File: src/rtl/rwd_arbiter.sv
// Round-robin arbiter that feeds N_REQ requesters into one fixed-latency reward pipeline
// and routes each returned reward back to its owner using a tag line that tracks the pipeline.
module rwd_arbiter #(
    parameter int N_REQ     = 4,
    parameter int TH_WL     = 32,
    parameter int TH_DOT_WL = 32,
    parameter int TOR_WL    = 32,
    parameter int RWD_WL    = 32,
    parameter int PIPE_LAT  = 16,
    parameter int ID_WL     = 2
) (
    input  logic                       i_clk,
    input  logic                       i_rst,
    input  logic                       i_en,
    input  logic [N_REQ-1:0]           i_req_valid,
    input  logic [N_REQ*TH_WL-1:0]     i_req_th,
    input  logic [N_REQ*TH_DOT_WL-1:0] i_req_thdot,
    input  logic [N_REQ*TOR_WL-1:0]    i_req_tor,
    output logic [N_REQ-1:0]           o_req_ready,
    output logic                       o_pipe_ena,
    output logic [TH_WL-1:0]           o_pipe_th,
    output logic [TH_DOT_WL-1:0]       o_pipe_thdot,
    output logic [TOR_WL-1:0]          o_pipe_tor,
    input  logic                       i_pipe_rwd_valid,
    input  logic [RWD_WL-1:0]          i_pipe_rwd,
    output logic                       o_rsp_valid,
    output logic [ID_WL-1:0]           o_rsp_id,
    output logic [RWD_WL-1:0]          o_rsp_rwd,
    output logic [ID_WL+5:0]           o_inflight,
    output logic                       o_err
);

    localparam int TAG_LEN = PIPE_LAT + 1;
    localparam int CW      = ID_WL + 1;
    localparam int CNT_WL  = ID_WL + 6;

    logic [TH_WL-1:0]     th_arr    [N_REQ];
    logic [TH_DOT_WL-1:0] thdot_arr [N_REQ];
    logic [TOR_WL-1:0]    tor_arr   [N_REQ];

    genvar gi;
    generate
        for (gi = 0; gi < N_REQ; gi++) begin : g_unpack
            assign th_arr[gi]    = i_req_th[gi*TH_WL +: TH_WL];
            assign thdot_arr[gi] = i_req_thdot[gi*TH_DOT_WL +: TH_DOT_WL];
            assign tor_arr[gi]   = i_req_tor[gi*TOR_WL +: TOR_WL];
        end
    endgenerate

    logic [ID_WL-1:0] rr_reg;
    logic [ID_WL-1:0] grant_id;
    logic             grant_found;
    logic [CW-1:0]    cand;
    logic             issue;

    // Walk offsets from the far end so the candidate closest to rr is the one left standing.
    always_comb begin
        grant_found = 1'b0;
        grant_id    = '0;
        cand        = '0;
        for (int off = N_REQ - 1; off >= 0; off--) begin
            cand = {1'b0, rr_reg} + CW'(off);
            if (cand >= CW'(N_REQ)) begin
                cand = cand - CW'(N_REQ);
            end
            if (i_req_valid[cand[ID_WL-1:0]]) begin
                grant_found = 1'b1;
                grant_id    = cand[ID_WL-1:0];
            end
        end
    end

    assign issue = grant_found & i_en & ~i_rst;

    always_comb begin
        o_req_ready = '0;
        if (issue) begin
            o_req_ready[grant_id] = 1'b1;
        end
    end

    always_ff @(posedge i_clk) begin
        if (i_rst) begin
            rr_reg <= '0;
        end else if (issue) begin
            rr_reg <= (grant_id == ID_WL'(N_REQ - 1)) ? '0 : grant_id + 1'b1;
        end
    end

    logic                 pipe_ena_reg;
    logic [TH_WL-1:0]     pipe_th_reg;
    logic [TH_DOT_WL-1:0] pipe_thdot_reg;
    logic [TOR_WL-1:0]    pipe_tor_reg;

    always_ff @(posedge i_clk) begin
        if (i_rst) begin
            pipe_ena_reg   <= 1'b0;
            pipe_th_reg    <= '0;
            pipe_thdot_reg <= '0;
            pipe_tor_reg   <= '0;
        end else begin
            pipe_ena_reg <= issue;
            if (issue) begin
                pipe_th_reg    <= th_arr[grant_id];
                pipe_thdot_reg <= thdot_arr[grant_id];
                pipe_tor_reg   <= tor_arr[grant_id];
            end
        end
    end

    assign o_pipe_ena   = pipe_ena_reg;
    assign o_pipe_th    = pipe_th_reg;
    assign o_pipe_thdot = pipe_thdot_reg;
    assign o_pipe_tor   = pipe_tor_reg;

    // The tail stage lines up with the cycle the pipeline is expected to present its result.
    logic [TAG_LEN-1:0] tag_valid_reg;
    logic [ID_WL-1:0]   tag_id_reg [TAG_LEN];
    logic               tail_valid;

    always_ff @(posedge i_clk) begin
        if (i_rst) begin
            tag_valid_reg <= '0;
            for (int s = 0; s < TAG_LEN; s++) begin
                tag_id_reg[s] <= '0;
            end
        end else begin
            tag_valid_reg <= {tag_valid_reg[TAG_LEN-2:0], issue};
            tag_id_reg[0] <= grant_id;
            for (int s = 1; s < TAG_LEN; s++) begin
                tag_id_reg[s] <= tag_id_reg[s-1];
            end
        end
    end

    assign tail_valid = tag_valid_reg[TAG_LEN-1];

    logic              rsp_valid_reg;
    logic [ID_WL-1:0]  rsp_id_reg;
    logic [RWD_WL-1:0] rsp_rwd_reg;
    logic [CNT_WL-1:0] inflight_reg;
    logic              err_reg;

    always_ff @(posedge i_clk) begin
        if (i_rst) begin
            rsp_valid_reg <= 1'b0;
            rsp_id_reg    <= '0;
            rsp_rwd_reg   <= '0;
            inflight_reg  <= '0;
            err_reg       <= 1'b0;
        end else begin
            rsp_valid_reg <= tail_valid & i_pipe_rwd_valid;
            if (tail_valid && i_pipe_rwd_valid) begin
                rsp_id_reg  <= tag_id_reg[TAG_LEN-1];
                rsp_rwd_reg <= i_pipe_rwd;
            end
            // A lone tag or a lone result means the pipeline and tag line lost alignment.
            if (tail_valid ^ i_pipe_rwd_valid) begin
                err_reg <= 1'b1;
            end
            case ({issue, tail_valid})
                2'b10:   inflight_reg <= inflight_reg + 1'b1;
                2'b01:   inflight_reg <= inflight_reg - 1'b1;
                default: inflight_reg <= inflight_reg;
            endcase
        end
    end

    assign o_rsp_valid = rsp_valid_reg;
    assign o_rsp_id    = rsp_id_reg;
    assign o_rsp_rwd   = rsp_rwd_reg;
    assign o_inflight  = inflight_reg;
    assign o_err       = err_reg;

endmodule
File: config.mk
export PLATFORM = sky130hd
export DESIGN_NAME = rwd_arbiter
export DESIGN_NICKNAME = d
export VERILOG_FILES = /design/src/rtl/rwd_arbiter.sv
export SDC_FILE = /design/constraint.sdc
export NUM_CORES = 1
export LEC_CHECK = 0
export CAP_MARGIN = 0
export CORE_AREA = 2 2 221 223
export DETAILED_ROUTE_END_ITERATION = 16
export DIE_AREA = 0 0 223 225
export PLACE_DENSITY = 0.49
export SYNTH_ARGS = -nofsm -noshare
export SYNTH_HDL_FRONTEND = slang
export SYNTH_SLANG_ARGS = --single-unit
File: constraint.sdc
create_clock -name i_clk -period 5.57 [get_ports i_clk]
set_input_delay 1.114 -clock i_clk [delete_from_list [all_inputs] [get_ports i_clk]]
set_output_delay 1.114 -clock i_clk [all_outputs]
set_load 0.1 [all_outputs]
# Word level (Yosys, flattened, before mapping)
# Memory sizes are Yosys's and may differ from the RTL's. A register that Yosys moved wholly into a read port is not among the register bits.
# Index checks and enable logic that the tools add are counted.
[classes]
add_sub_neg = 10
order_cmp = 11
eq_ne = 3
muxes = 54
bitwise_logic = 23
reduce_logical = 3
[op_table]
columns = ["cell", "count"]
rows = [
  ["binary-select mux 32 bit (select 2 bit)", 3],
  ["2-to-1 mux 32 bit", 6],
  ["2-to-1 mux 2 bit", 26],
  ["OR 1 bit", 17],
  ["case mux 8 bit (2 select lines)", 1],
  ["< comparator 2 x 3 -> 1 bit (second input constant)", 5],
  ["greater-or-equal comparator 3 bit (second input constant)", 4],
  ["2-to-1 mux 1 bit", 12],
  ["adder 8 x 1 -> 8 bit (second input constant)", 1],
  ["binary-select mux 1 bit (select 2 bit)", 4],
  ["subtractor 2 x 1 -> 2 bit (second input constant)", 4],
  ["subtractor 8 x 1 -> 8 bit (second input constant)", 1],
  ["adder 2 x 2 -> 3 bit (second input constant)", 2],
  ["== test 2 bit (second input constant)", 2],
  ["2-to-1 mux 4 bit", 1],
  ["adder 2 x 1 -> 3 bit (second input constant)", 1],
  ["bitwise AND 1 bit", 3],
  ["greater-or-equal comparator 2 x 3 -> 1 bit (second input constant)", 1],
  ["NOT 2 -> 3 bit", 1],
  ["adder 2 x 1 -> 2 bit (second input constant)", 1],
  ["demux 1 bit (select 2 bit)", 1],
  ["== test 2 x 1 -> 1 bit (second input constant)", 1],
  ["greater-or-equal comparator 2 x 1 -> 1 bit (second input constant)", 1],
  ["logical AND 1 bit", 2],
  ["3 further kinds", 3],
]
[word_totals]
register_bits = 158
ram_bits = 34
in_bits = 424
output_inout_bits = 145
elab_cells = 115
memories = 1
[memory_table]
columns = ["name", "words", "word_bits", "read_ports", "rd_clocked_by_memory_dff", "wr", "line", "rtl"]
rows = [
  ["tag_id_reg", 17, 2, 17, 1, 17, "118", "logic [ID_WL-1:0] tag_id_reg [TAG_LEN];"],
]

# Longest topological paths before layout
# Gate-level depths: netlist of the first run.
[depth]
ltp_word = 14
ltp_mapped = 13
depth_no_buf = 11

# Least setup slack after synthesis of the first run
# OpenSTA, ideal clock, no wires.
[synth_timing]
path_type = "input to output"
startpoint = "input i_req_valid[2]"
endpoint = "output o_req_ready[0]"
t_arrival_ps = 3070
required_time_ps = 4456
setup_slack_ps = 1386
path_stages = 9
path_buffers = 3
cell_sequence = "nor2b_1 a311o_1 and2_1 buf_2 buf_6 buf_6 inv_2 ha_1 and2_1"
[synth_between]
elab_chain_len = 11
elab_cells_between_ends = 24
classes_between = "order compare: 2; mux: 19; bitwise: 2; reduce/logical: 1"
[synth_rtl]
columns = ["item", "line", "rtl"]
rows = [
  ["start, declared", "15", "input logic [N_REQ-1:0] i_req_valid,"],
  ["binary-select mux 1 bit (select 2 bit)", "66", "if (i_req_valid[cand[ID_WL-1:0]]) begin"],
  ["2-to-1 mux 1 bit (not written as such)", "66", ""],
  ["2-to-1 mux 2 bit (3 in series)", "66", ""],
  ["2-to-1 mux 2 bit *", "66", ""],
  ["net grant_id[1]", "51", "logic [ID_WL-1:0] grant_id;"],
  ["< comparator 2 x 3 -> 1 bit (not written as such) / greater-or-equal comparator 2 x 1 -> 1 bit (equally long branches)", "78", "o_req_ready[grant_id] = 1'b1;"],
  ["logical AND 1 bit (not written as such)", "78", ""],
  ["2-to-1 mux 1 bit (not written as such)", "78", ""],
  ["demux 1 bit (select 2 bit) *", "78", ""],
  ["2-to-1 mux 4 bit *", "77", "if (issue) begin"],
  ["end, declared", "19", "output logic [N_REQ-1:0] o_req_ready,"],
]
# Mark *: on every way through the listed nets, which the timed path passes. The rest lies on a longest branch. The select of a mux whose other input is x is not followed.

# Worst setup path after layout of the first run
[layout_timing]
startpoint = "input i_req_valid[0]"
endpoint = "output o_req_ready[0]"
[layout_between]
elab_chain_len = 11
elab_cells_between_ends = 24
classes_between = "order compare: 2; mux: 19; bitwise: 2; reduce/logical: 1"
[layout_rtl]
columns = ["item", "line"]
rows = [
  ["binary-select mux 1 bit (select 2 bit)", "66"],
  ["2-to-1 mux 1 bit (not written as such)", "66"],
  ["2-to-1 mux 2 bit (4 in series)", "66"],
  ["< comparator 2 x 3 -> 1 bit (not written as such) / greater-or-equal comparator 2 x 1 -> 1 bit (equally long branches)", "78"],
  ["logical AND 1 bit (not written as such)", "78"],
  ["2-to-1 mux 1 bit (not written as such)", "78"],
  ["demux 1 bit (select 2 bit)", "78"],
  ["2-to-1 mux 4 bit *", "77"],
]
# Every way passes the cells marked *; elsewhere a longest branch is shown, timed or not. The select of a mux whose other input is x is not followed.

==> run metrics, run 1 <==
area grow syn2layout 68.9%; wire length after detailed routing 43.8 mm; Final min period 4390 ps; WS Path Type input pin to primary output; post-detailed-route DRC marker count 0; CTS buffer count 17; worst-margin pin slew 1150 ps; Hold Path Depth 1; arrival time at the worst endpoint 3280 ps; tightest hold margin around 430 ps; proportion of power drawn by flip-flops and latches 0.338; worst-path maximum fanout 63; GR peak layer met2; buffer count from post-CTS setup fixing 0; effective utilization at floorplan 0.205; number of H-tree levels 4; final setup vio count 0; crit path max-delay cell type sky130_fd_sc_hd__a21o_4; headroom to the max-slew limit 0.229; die width 223 µm; number of instances resized during post-cts repair 0; Clock transition at path regs 80 ps; share of synthesized flip-flops with an asynchronous set or reset 0; Final Hold Viols 0; startpoint type of the worst setup path input pin; type of the tightest min-delay check register to register; Final ANT Viol Nets 0; die height approximately 230 µm; area used by sequential logic in the layout 0.00386 mm²; Internal 0.00269 W; number of warnings issued by yosys 0; number of global-route vias before repair roughly 10,000; flip-flop count of the largest register after layout 34; Leakage 6.07 nW; routed via count divided by cell count 4.47; share of power burned in combinational logic 0.378; global-route usage over all layers 0.171; Syn Inst Count 1,108; area of placed instances 0.0159 mm²; top-level port count 569; clock tree from TritonCTS yes; final cycle utilization of the critical path 0.788; Net Switching 0.00182 W; number of slew-limit violations in the final report 0; library cells used by synthesis 50; PnR Total Power 0.00451 W; total non-filler cell area in the finished layout 0.0165 mm²; fraction of power spent switching nets 0.403; data required time of the worst path 4460 ps; global routing met2 resource utilization 0.292; CP delay by family, top buffers and inverters; final clock skew 11.0 ps; areal power density over the cells 274 mW/mm²; average size of a mapped cell 8.79 µm²; detailed-route wire length per cell 19.6 µm; flip-flop cell with the highest count after synthesis sky130_fd_sc_hd__dfxtp_1; fraction of the yosys area taken by sequential cells 0.397; post-synth net total around 1,500; proportion of layout cells with a drive suffix above 1 0.0372; clk_lat worst skew 480 ps; outcome completed; Port-buffer cells 568; Final nets 2,031; count of flip-flops with a built-in enable after synthesis 0; CP endpoint kind primary output; number of design-rule violations left by the first detailed-router iteration 496; logic depth of the worst setup path including buffers 8; placeable core region 0.0475 mm²; clock share of power 0.284; total buffers and inverters traversed by the critical path 3; deepest clock path buffer count 2; r2r worst-path depth 6; total of hold buffers inserted after clock tree synthesis 0; initial antenna violation count 6; timing-limited maximum frequency 228 MHz; clock root buffer sky130_fd_sc_hd__clkbuf_16; routability congestion estimate 0.828; count of state elements after synthesis roughly 190; biggest cell delay along the critical path approximately 510 ps; main area contributors after synthesis sky130_fd_sc_hd__dfxtp_1 40%, sky130_fd_sc_hd__mux2i_1 13%, sky130_fd_sc_hd__a21boi_0 7.5%; Max VDD drop 0.000212 V; CP cell instances clkdlybuf4s50_1 -> nand2b_1 -> a21o_4 -> and2_4 -> inv_2 -> ha_1 -> and2_1 -> buf_4; first-pass GRT wire length 63.9 mm; number of clock sinks 193; multi-input logic area 0.00540 mm²; total negative slack for setup checks 0 ps; pin count of the biggest net entering global routing ~190; total via count in the routed design 9,956; setup repair after global routing missed its margin no; aggregate global routing overflow 0; total number of placement rows 80; met1 usage 0.193; post-detailed-placement half-perimeter wirelength between 30 and 40 mm; max-cap check violation count 0; top cell type's share of synthesized area 0.397; post-synthesis instance area 0.00974 mm²; area of the die between 0.05 and 0.06 mm²; area leader, netlist sky130_fd_sc_hd__dfxtp_1; number of inserted filler cells in the final layout 4,955; Global Route met3 Usage 0.0617; iteration count of the initial detailed-routing pass 4
[synth_stat cells, types with 2 or more instances]
master	number
sky130_fd_sc_hd__buf_4	6
sky130_fd_sc_hd__and2_1	5
sky130_fd_sc_hd__o22ai_1	2
sky130_fd_sc_hd__inv_2	2
sky130_fd_sc_hd__inv_1	3
sky130_fd_sc_hd__nand2_1	103
sky130_fd_sc_hd__or3_1	5
sky130_fd_sc_hd__nor3_1	2
sky130_fd_sc_hd__xor2_1	4
sky130_fd_sc_hd__buf_1	8
sky130_fd_sc_hd__nand4bb_1	2
sky130_fd_sc_hd__buf_6	4
sky130_fd_sc_hd__o211ai_1	97
sky130_fd_sc_hd__nand4b_1	3
sky130_fd_sc_hd__buf_2	29
sky130_fd_sc_hd__ha_1	8
sky130_fd_sc_hd__mux2i_1	131
sky130_fd_sc_hd__clkbuf_1	60
sky130_fd_sc_hd__or4_1	2
sky130_fd_sc_hd__nor2b_1	54
sky130_fd_sc_hd__nand2b_1	5
sky130_fd_sc_hd__and3_1	96
sky130_fd_sc_hd__o21ai_0	5
sky130_fd_sc_hd__a21boi_0	97
sky130_fd_sc_hd__nor3b_1	2
sky130_fd_sc_hd__nor2_1	52
sky130_fd_sc_hd__a21oi_1	11
sky130_fd_sc_hd__o21ai_1	96
sky130_fd_sc_hd__dfxtp_1	193
[layout by cell type (no fill, tap or decap), drive strengths merged, types with 2 or more instances in the layout]
cell	count
diode	2
clkdlybuf4s50	562
a21boi	98
nand2	104
clkinv	3
nor4	2
or3	5
and3	96
nor2	53
o211ai	97
clkbuf	18
nor3b	2
a21oi	11
o22ai	2
buf	17
inv	16
xor2	4
dfxtp	193
o21ai	101
mux2i	131
nand4bb	2
or4	2
and2	5
nand2b	5
ha	8
nand4b	3
nor3	2
nor2b	54
[final cells by class]
class,count,share of cell area
Antenna cell,2,0.000304
Clock buffer,18,0.0267
Clock inverter,14,0.00897
Inverter,5,0.00114
Multi-Input combinational cell,803,0.328
Sequential cell,193,0.235
Tap cell,615,0.0468
Timing Repair Buffer,579,0.353
[power by group through the flow]
| stage | clock network [W] | logic (W) | registers, W |
|---|---|---|---|
| after floorplan | 0 | 0.000444 | 0.00219 |
| after detailed placement | 0 | 0.00172 | 0.00156 |
| after CTS | 0.00134 | 0.00172 | 0.00153 |
| after global routing | 0.00138 | 0.00179 | 0.00154 |
| final | 0.00128 | 0.00170 | 0.00153 |
| after global placement | 0 | 0.00172 | 0.00156 |
[stage by stage]
stage	worst slack [ps]	utilization	instances
global placement	1190	0.334	2195
floorplan	1390	-	1108
finish	1180	0.346	2229
CTS	1150	0.346	2227
detailed placement	1150	0.334	2195
global route	1030	0.346	2228
[final timing paths]
check	from	to	slack, ps
setup / recovery	i_req_valid[0]	o_req_ready[0]	1180
setup reg to reg	rr_reg[0]$_SDFFE_PP0P_	o_pipe_thdot[10]$_SDFFE_PP0P_	2730
hold / removal	tag_valid_reg[13]$_SDFF_PP0_	tag_valid_reg[14]$_SDFF_PP0_	430
hold reg to reg	tag_valid_reg[13]$_SDFF_PP0_	tag_valid_reg[14]$_SDFF_PP0_	430
[cells by family after synthesis]
| logic type | count (synthesis) | synth area share |
|---|---|---|
| fa+ha+maj | 8 | 0.0103 |
| xor+xnor | 5 | 0.00450 |
| flops | 193 | 0.397 |
| simple gates | 338 | 0.181 |
| compound gates | 320 | 0.219 |
| mux | 132 | 0.136 |
| buf+inv | 112 | 0.0523 |
[per-layer routing]
layer,up-vias,share of wire
met5,-,0.0013
met1,4577,0.40
met2,364,0.48
li1,4941,-
met4,8,0.033
met3,66,0.077
Note: power is estimated with default switching activity, not from simulation.
==> run 2, diff against run 1 <==
--- a/config.mk
+++ b/config.mk
@@ -9,7 +9,7 @@
 export CORE_AREA = 2 2 221 223
 export DETAILED_ROUTE_END_ITERATION = 16
 export DIE_AREA = 0 0 223 225
-export PLACE_DENSITY = 0.49
+export PLACE_DENSITY = 0.5
 export SYNTH_ARGS = -nofsm -noshare
 export SYNTH_HDL_FRONTEND = slang
 export SYNTH_SLANG_ARGS = --single-unit
==> constraint.sdc (replaced) <==
create_clock -name i_clk -period 3.8 [get_ports i_clk]
set_input_delay 0.76 -clock i_clk [delete_from_list [all_inputs] [get_ports i_clk]]
set_output_delay 0.76 -clock i_clk [all_outputs]
set_load 0.1 [all_outputs]
==> run 2 against run 1 <==
  * Clock power rose by 57%
  * Critical path type unchanged
  * Hold slack improved by 2.3 ps
  * Count of clock-buffer cells in the layout did not move
  * Cell area rose by 0.68%
  * Non-clock buffer count rose by 4
  * Combinational power rose by 47%
  * Cell count barely moved
  * Via count fell by 1.8%
  * Critical path depth did not move
  * Critical endpoint is now o_req_ready[3]
  * Sequential power rose by 46%
  * Die area did not move
  * First-iteration DRC count fell by 22%
==> run metrics, run 2 (same netlist as run 1, synthesis figures left out) <==
final clock skew between 8 and 9 ps; type of the tightest min-delay check register to register; iteration count of the initial detailed-routing pass 4; final cycle utilization of the critical path 0.921; wire length after detailed routing around 42 mm; DR WL met3 3.01 mm; Cell Count, Final, Fillers Out ~2,200; area grow syn2layout 70.0%; r2r worst-path depth 6; clock root buffer sky130_fd_sc_hd__clkbuf_16; total of hold buffers inserted after clock tree synthesis 0; worst-margin pin slew roughly 1100 ps; Final Util 0.348; top-level port count between 500 and 600; detailed-route wire length per cell 18.7 µm; outcome completed; number of clock sinks 193; final setup vio count 0; post-detailed-route DRC marker count 0; Cells after DPL ~2,200; Final min period 3500 ps; clk_lat worst skew 490 ps; areal power density over the cells around 410 mW/mm²; Final ANT Viol Nets 0; clock tree from TritonCTS yes; Leakage 6.14 nW; flip-flop count of the largest register after layout 34; tightest hold margin approximately 440 ps; M1 WL 17.0 mm; Max VDD drop approximately 0.00035 V; timing-limited maximum frequency 286 MHz; Final nets 2,035; global-route usage over all layers 0.162; Net Switching approximately 0.0026 W; number of H-tree levels 4; number of slew-limit violations in the final report 0; internal reg-to-reg setup slack 1420 ps; pin count of the biggest net entering global routing just under 200; routed wl met2 20.9 mm; CP endpoint kind primary output; Hold Path Depth 1; arrival time at the worst endpoint 2740 ps; total via count in the routed design 9,779; most used cells in the layout excluding fill and tap cells 554 x sky130_fd_sc_hd__clkdlybuf4s50_1, 193 x sky130_fd_sc_hd__dfxtp_1, 131 x sky130_fd_sc_hd__mux2i_1, 103 x sky130_fd_sc_hd__nand2_1; effective utilization at floorplan 0.205; initial antenna violation count 3; clock share of power 0.298; Final Hold Viols 0; headroom to the max-slew limit 0.275; total number of placement rows 80; most frequent standard cell in the layout excluding fill and tap cells sky130_fd_sc_hd__clkdlybuf4s50_1; startpoint type of the worst setup path input pin; number of instances resized during post-cts repair 0; Port-buffer cells 568; Reg-to-Reg End o_pipe_tor[19]$_SDFFE_PP0P_; endpoint of the worst hold path tag_valid_reg[11]$_SDFF_PP0_; max-cap check violation count 0; number of design-rule violations left by the first detailed-router iteration 389; placeable core region between 0.04 and 0.05 mm²; fraction of power spent switching nets 0.386; Top Layer Used met5; number of global-route vias before repair just under 10,000; die width 223 µm; die height 225 µm; aggregate global routing overflow 0; area of the die 0.0502 mm²; proportion of layout cells with a drive suffix above 1 0.0440; data required time of the worst path ~3000 ps; buffer count from post-CTS setup fixing 0; first-pass GRT wire length 61.3 mm; proportion of power drawn by flip-flops and latches 0.331; WS Path Type input pin to primary output; routed via count divided by cell count 4.38; Internal between 0.004 and 0.005 W; share of power burned in combinational logic 0.371; PnR Total Power 0.00674 W; start point of the worst min-delay path tag_valid_reg[10]$_SDFF_PP0_; worst reg2reg startpoint rr_reg[1]$_SDFFE_PP0P_; CTS buffer count 17; deepest clock path buffer count 2; Clock transition at path regs 70 ps; routability congestion estimate 0.822; setup repair after global routing missed its margin no; worst-path maximum fanout 4; post-detailed-placement half-perimeter wirelength slightly above 30 mm
## run 2: changes by cell type in the layout (fill, tap and decap cells not counted), sizes merged
cell	before	now
clkdlybuf4s50	562	554
clkinv	3	1
buf	17	29
clkinvlp	0	1
inv	16	13
diode	2	1
bufinv	0	3
## run 2: worst max-delay path by stage
stage / start / to / slack, ps / cells after the start
detailed placement: i_req_valid[3] / o_inflight[4]$_SDFFE_PP0P_ / -30 / 12
global placement: i_req_valid[3] / o_inflight[4]$_SDFFE_PP0P_ / -7 / 12
CTS: i_req_valid[2] / o_req_ready[3] / 280 / 8
finish: i_req_valid[2] / o_req_ready[3] / 300 / 8
floorplan: i_req_valid[3] / o_inflight[4]$_SDFFE_PP0P_ / 70 / 13
global route: i_req_valid[2] / o_req_ready[3] / 160 / 8
## run 2: power groups by stage
stage	logic, W	clock network (W)	registers (W)
floorplan	0.000651	0	0.00321
global placement	0.00251	0	0.00228
detailed placement	0.00252	0	0.00228
CTS	0.00253	0.00212	0.00223
global route	0.00262	0.00219	0.00225
finish	0.00250	0.00201	0.00223
## run 2: layer usage
| metal | up-vias | track usage |
|---|---|---|
| met1 | 4463 | 0.187 |
| met2 | 334 | 0.284 |
| met3 | 42 | 0.0570 |
| li1 | 4936 | - |
| met4 | 4 | 0.0472 |
| met5 | - | 0 |
## run 2: layout make-up
type,count,area [µm²]
tap,615,769
clock buffer,18,439
multi-input combinational,803,5400
timing repair buffer,583,5890
fill,4874,31000
clock inverter,13,191
antenna,1,2.50
sequential,193,3860
inverter,5,18.8
## run 2: stage by stage
step,worst slack (ps),instance area [µm²],setup TNS (ps)
after floorplan,67.1,9740,0
after global placement,-7.10,15900,-7.10
after detailed placement,-33.8,15900,-33.8
after CTS,279,16600,0
after global routing,162,16600,0
final,300,16600,0
## run 2: critical path, stage by stage
cell and delay (ps):
sky130_fd_sc_hd__clkdlybuf4s50_1 480, sky130_fd_sc_hd__nor2b_1 190, sky130_fd_sc_hd__o21a_1 210, sky130_fd_sc_hd__or3_1 450, sky130_fd_sc_hd__inv_1 120, sky130_fd_sc_hd__ha_1 170
sky130_fd_sc_hd__and2_1 170, sky130_fd_sc_hd__buf_12 180
==> run 3, diff against run 2 <==
--- a/config.mk
+++ b/config.mk
@@ -9,7 +9,7 @@
 export CORE_AREA = 2 2 221 223
 export DETAILED_ROUTE_END_ITERATION = 16
 export DIE_AREA = 0 0 223 225
-export PLACE_DENSITY = 0.5
+export PLACE_DENSITY = 0.49
 export SYNTH_ARGS = -nofsm -noshare
 export SYNTH_HDL_FRONTEND = slang
 export SYNTH_SLANG_ARGS = --single-unit
==> constraint.sdc (replaced) <==
create_clock -name i_clk -period 4.2 [get_ports i_clk]
set_input_delay 0.84 -clock i_clk [delete_from_list [all_inputs] [get_ports i_clk]]
set_output_delay 0.84 -clock i_clk [all_outputs]
set_load 0.1 [all_outputs]
==> run 3 against run 2 <==
  * Sequential share of layout area about the same
  * Critical path depth unchanged
  * Routed wire length increased by 6.8%
  * Utilization increased by 0.074 points
  * Sequential power decreased by 9.4%
  * Total power decreased by 9.8%
  * Hold slack about the same
  * Sequential cell count unchanged
  * Die area unchanged
  * Combinational power decreased by 8.8%
  * First-iteration DRC count increased by 32%
  * Critical path type unchanged
  * Highest routed layer unchanged
==> run metrics, run 3 (same netlist as run 1, synthesis figures left out) <==
areal power density over the cells 366 mW/mm²; number of design-rule violations left by the first detailed-router iteration around 510; most used cells in the layout excluding fill and tap cells 562 x sky130_fd_sc_hd__clkdlybuf4s50_1, 193 x sky130_fd_sc_hd__dfxtp_1, 131 x sky130_fd_sc_hd__mux2i_1, 103 x sky130_fd_sc_hd__nand2_1; first-pass GRT wire length 64.0 mm; Place WS 287 ps; headroom to the max-slew limit 0.206; post-detailed-placement half-perimeter wirelength 33.1 mm; Final nets 2,037; top-level port count between 500 and 600; CP cell instances clkdlybuf4s50_1 -> nor2b_1 -> o21a_1 -> or3_1 -> inv_1 -> ha_1 -> and2_1 -> buf_12; internal reg-to-reg setup slack between 1500 and 2000 ps; CP delay by family, top simple AND/OR/NAND/NOR gates; CTS buffer count 17; final setup vio count 0; clk_lat worst skew around 500 ps; area grow syn2layout 70.4%; endpoint of the worst hold path tag_valid_reg[11]$_SDFF_PP0_; pin count of the biggest net entering global routing 193; crit path max-delay cell type sky130_fd_sc_hd__or3_1; Reg-to-Reg End o_pipe_tor[19]$_SDFFE_PP0P_; total of hold buffers inserted after clock tree synthesis 0; setup repair after global routing missed its margin no; arrival time at the worst endpoint between 2000 and 3000 ps; max-cap check violation count 0; total negative slack for setup checks 0 ps; die height about 230 µm; buffer count from post-CTS setup fixing 0; start point of the worst min-delay path tag_valid_reg[10]$_SDFF_PP0_; proportion of layout cells with a drive suffix above 1 0.0408; post-detailed-route DRC marker count 0; worst-path maximum fanout 6; Hold Path Depth 1; final cycle utilization of the critical path 0.892; worst-case setup margin in the final layout 455 ps; total number of placement rows 80; number of slew-limit violations in the final report 0; deepest clock path buffer count 2; tightest hold margin approximately 440 ps; outcome completed; final clock skew approximately 8.0 ps; global-route usage over all layers 0.173; Port-buffer cells 568; initial antenna violation count 6; effective utilization at floorplan 0.205; biggest cell delay along the critical path 510 ps; total buffers and inverters traversed by the critical path 3; routability congestion estimate around 0.81; origin of the worst setup path i_req_valid[0]; Final min period 3740 ps; clock tree from TritonCTS yes; area of the die between 0.05 and 0.06 mm²; detailed-route wire length per cell roughly 20 µm; CP endpoint kind primary output; routed via count divided by cell count 4.47; number of global-route vias before repair 10,000; timing-limited maximum frequency roughly 270 MHz; worst reg2reg startpoint rr_reg[1]$_SDFFE_PP0P_; Max VDD drop 0.000303 V; r2r worst-path depth 6; clock root buffer sky130_fd_sc_hd__clkbuf_16; most frequent standard cell in the layout excluding fill and tap cells sky130_fd_sc_hd__clkdlybuf4s50_1; Leakage 6.12 nW; die width 223 µm; Final ANT Viol Nets 0; iteration count of the initial detailed-routing pass 4; Final Util 0.349; PnR Total Power 0.00608 W; total via count in the routed design 9,990; WS Path Type input pin to primary output; placeable core region 0.0475 mm²; Clock transition at path regs 80 ps; flip-flop count of the largest register after layout 34; wire length after detailed routing roughly 45 mm; startpoint type of the worst setup path input pin; number of clock sinks between 150 and 200; type of the tightest min-delay check register to register; data required time of the worst path 3360 ps; number of instances resized during post-cts repair 0; Final Hold Viols 0; worst-margin pin slew about 1200 ps; number of H-tree levels 4; aggregate global routing overflow 0
==> run 3: final cells by class <==
type | instances | area (µm²)
Tap cell | 615 | 769
Fill cell | 4924 | 30900
Timing Repair Buffer | 585 | 5940
Clock inverter | 15 | 185
Sequential cell | 193 | 3860
Clock buffer | 17 | 425
Multi-Input combinational cell | 803 | 5400
Antenna cell | 3 | 7.51
Inverter | 5 | 18.8
==> run 3: report_power, final <==
part	total, W	internal [W]	switching [W]
Sequential	0.00202	0.00196	0.0000683
Combinational	0.00228	0.000818	0.00146
Clock	0.00178	0.000861	0.000919
Total	0.00608	0.00363	0.00245
==> run 3: worst max-delay path by stage <==
stage	endpoint	slack [ps]	cells after the start
final	o_req_ready[3]	460	8
after global routing	o_req_ready[3]	310	8
after CTS	o_req_ready[3]	410	8
after detailed placement	o_inflight[4]$_SDFFE_PP0P_	290	12
after global placement	o_inflight[4]$_SDFFE_PP0P_	310	12
after floorplan	o_inflight[4]$_SDFFE_PP0P_	390	13
==> run 3: per-layer routing <==
metal	vias to the layer above	wire [µm]	global-route usage
met3	58	3750	0.0677
met1	4597	17900	0.195
met5	-	52	0
met4	8	1250	0.0680
li1	4952	-	-
met2	375	21600	0.295
==> run 3: metrics by stage <==
step | std cells | instance area (µm²)
after CTS | 2233 | 16600
final | 2236 | 16600
after global placement | 2201 | 16000
after global routing | 2234 | 16600
after detailed placement | 2201 | 16000
after floorplan | 1108 | 9740
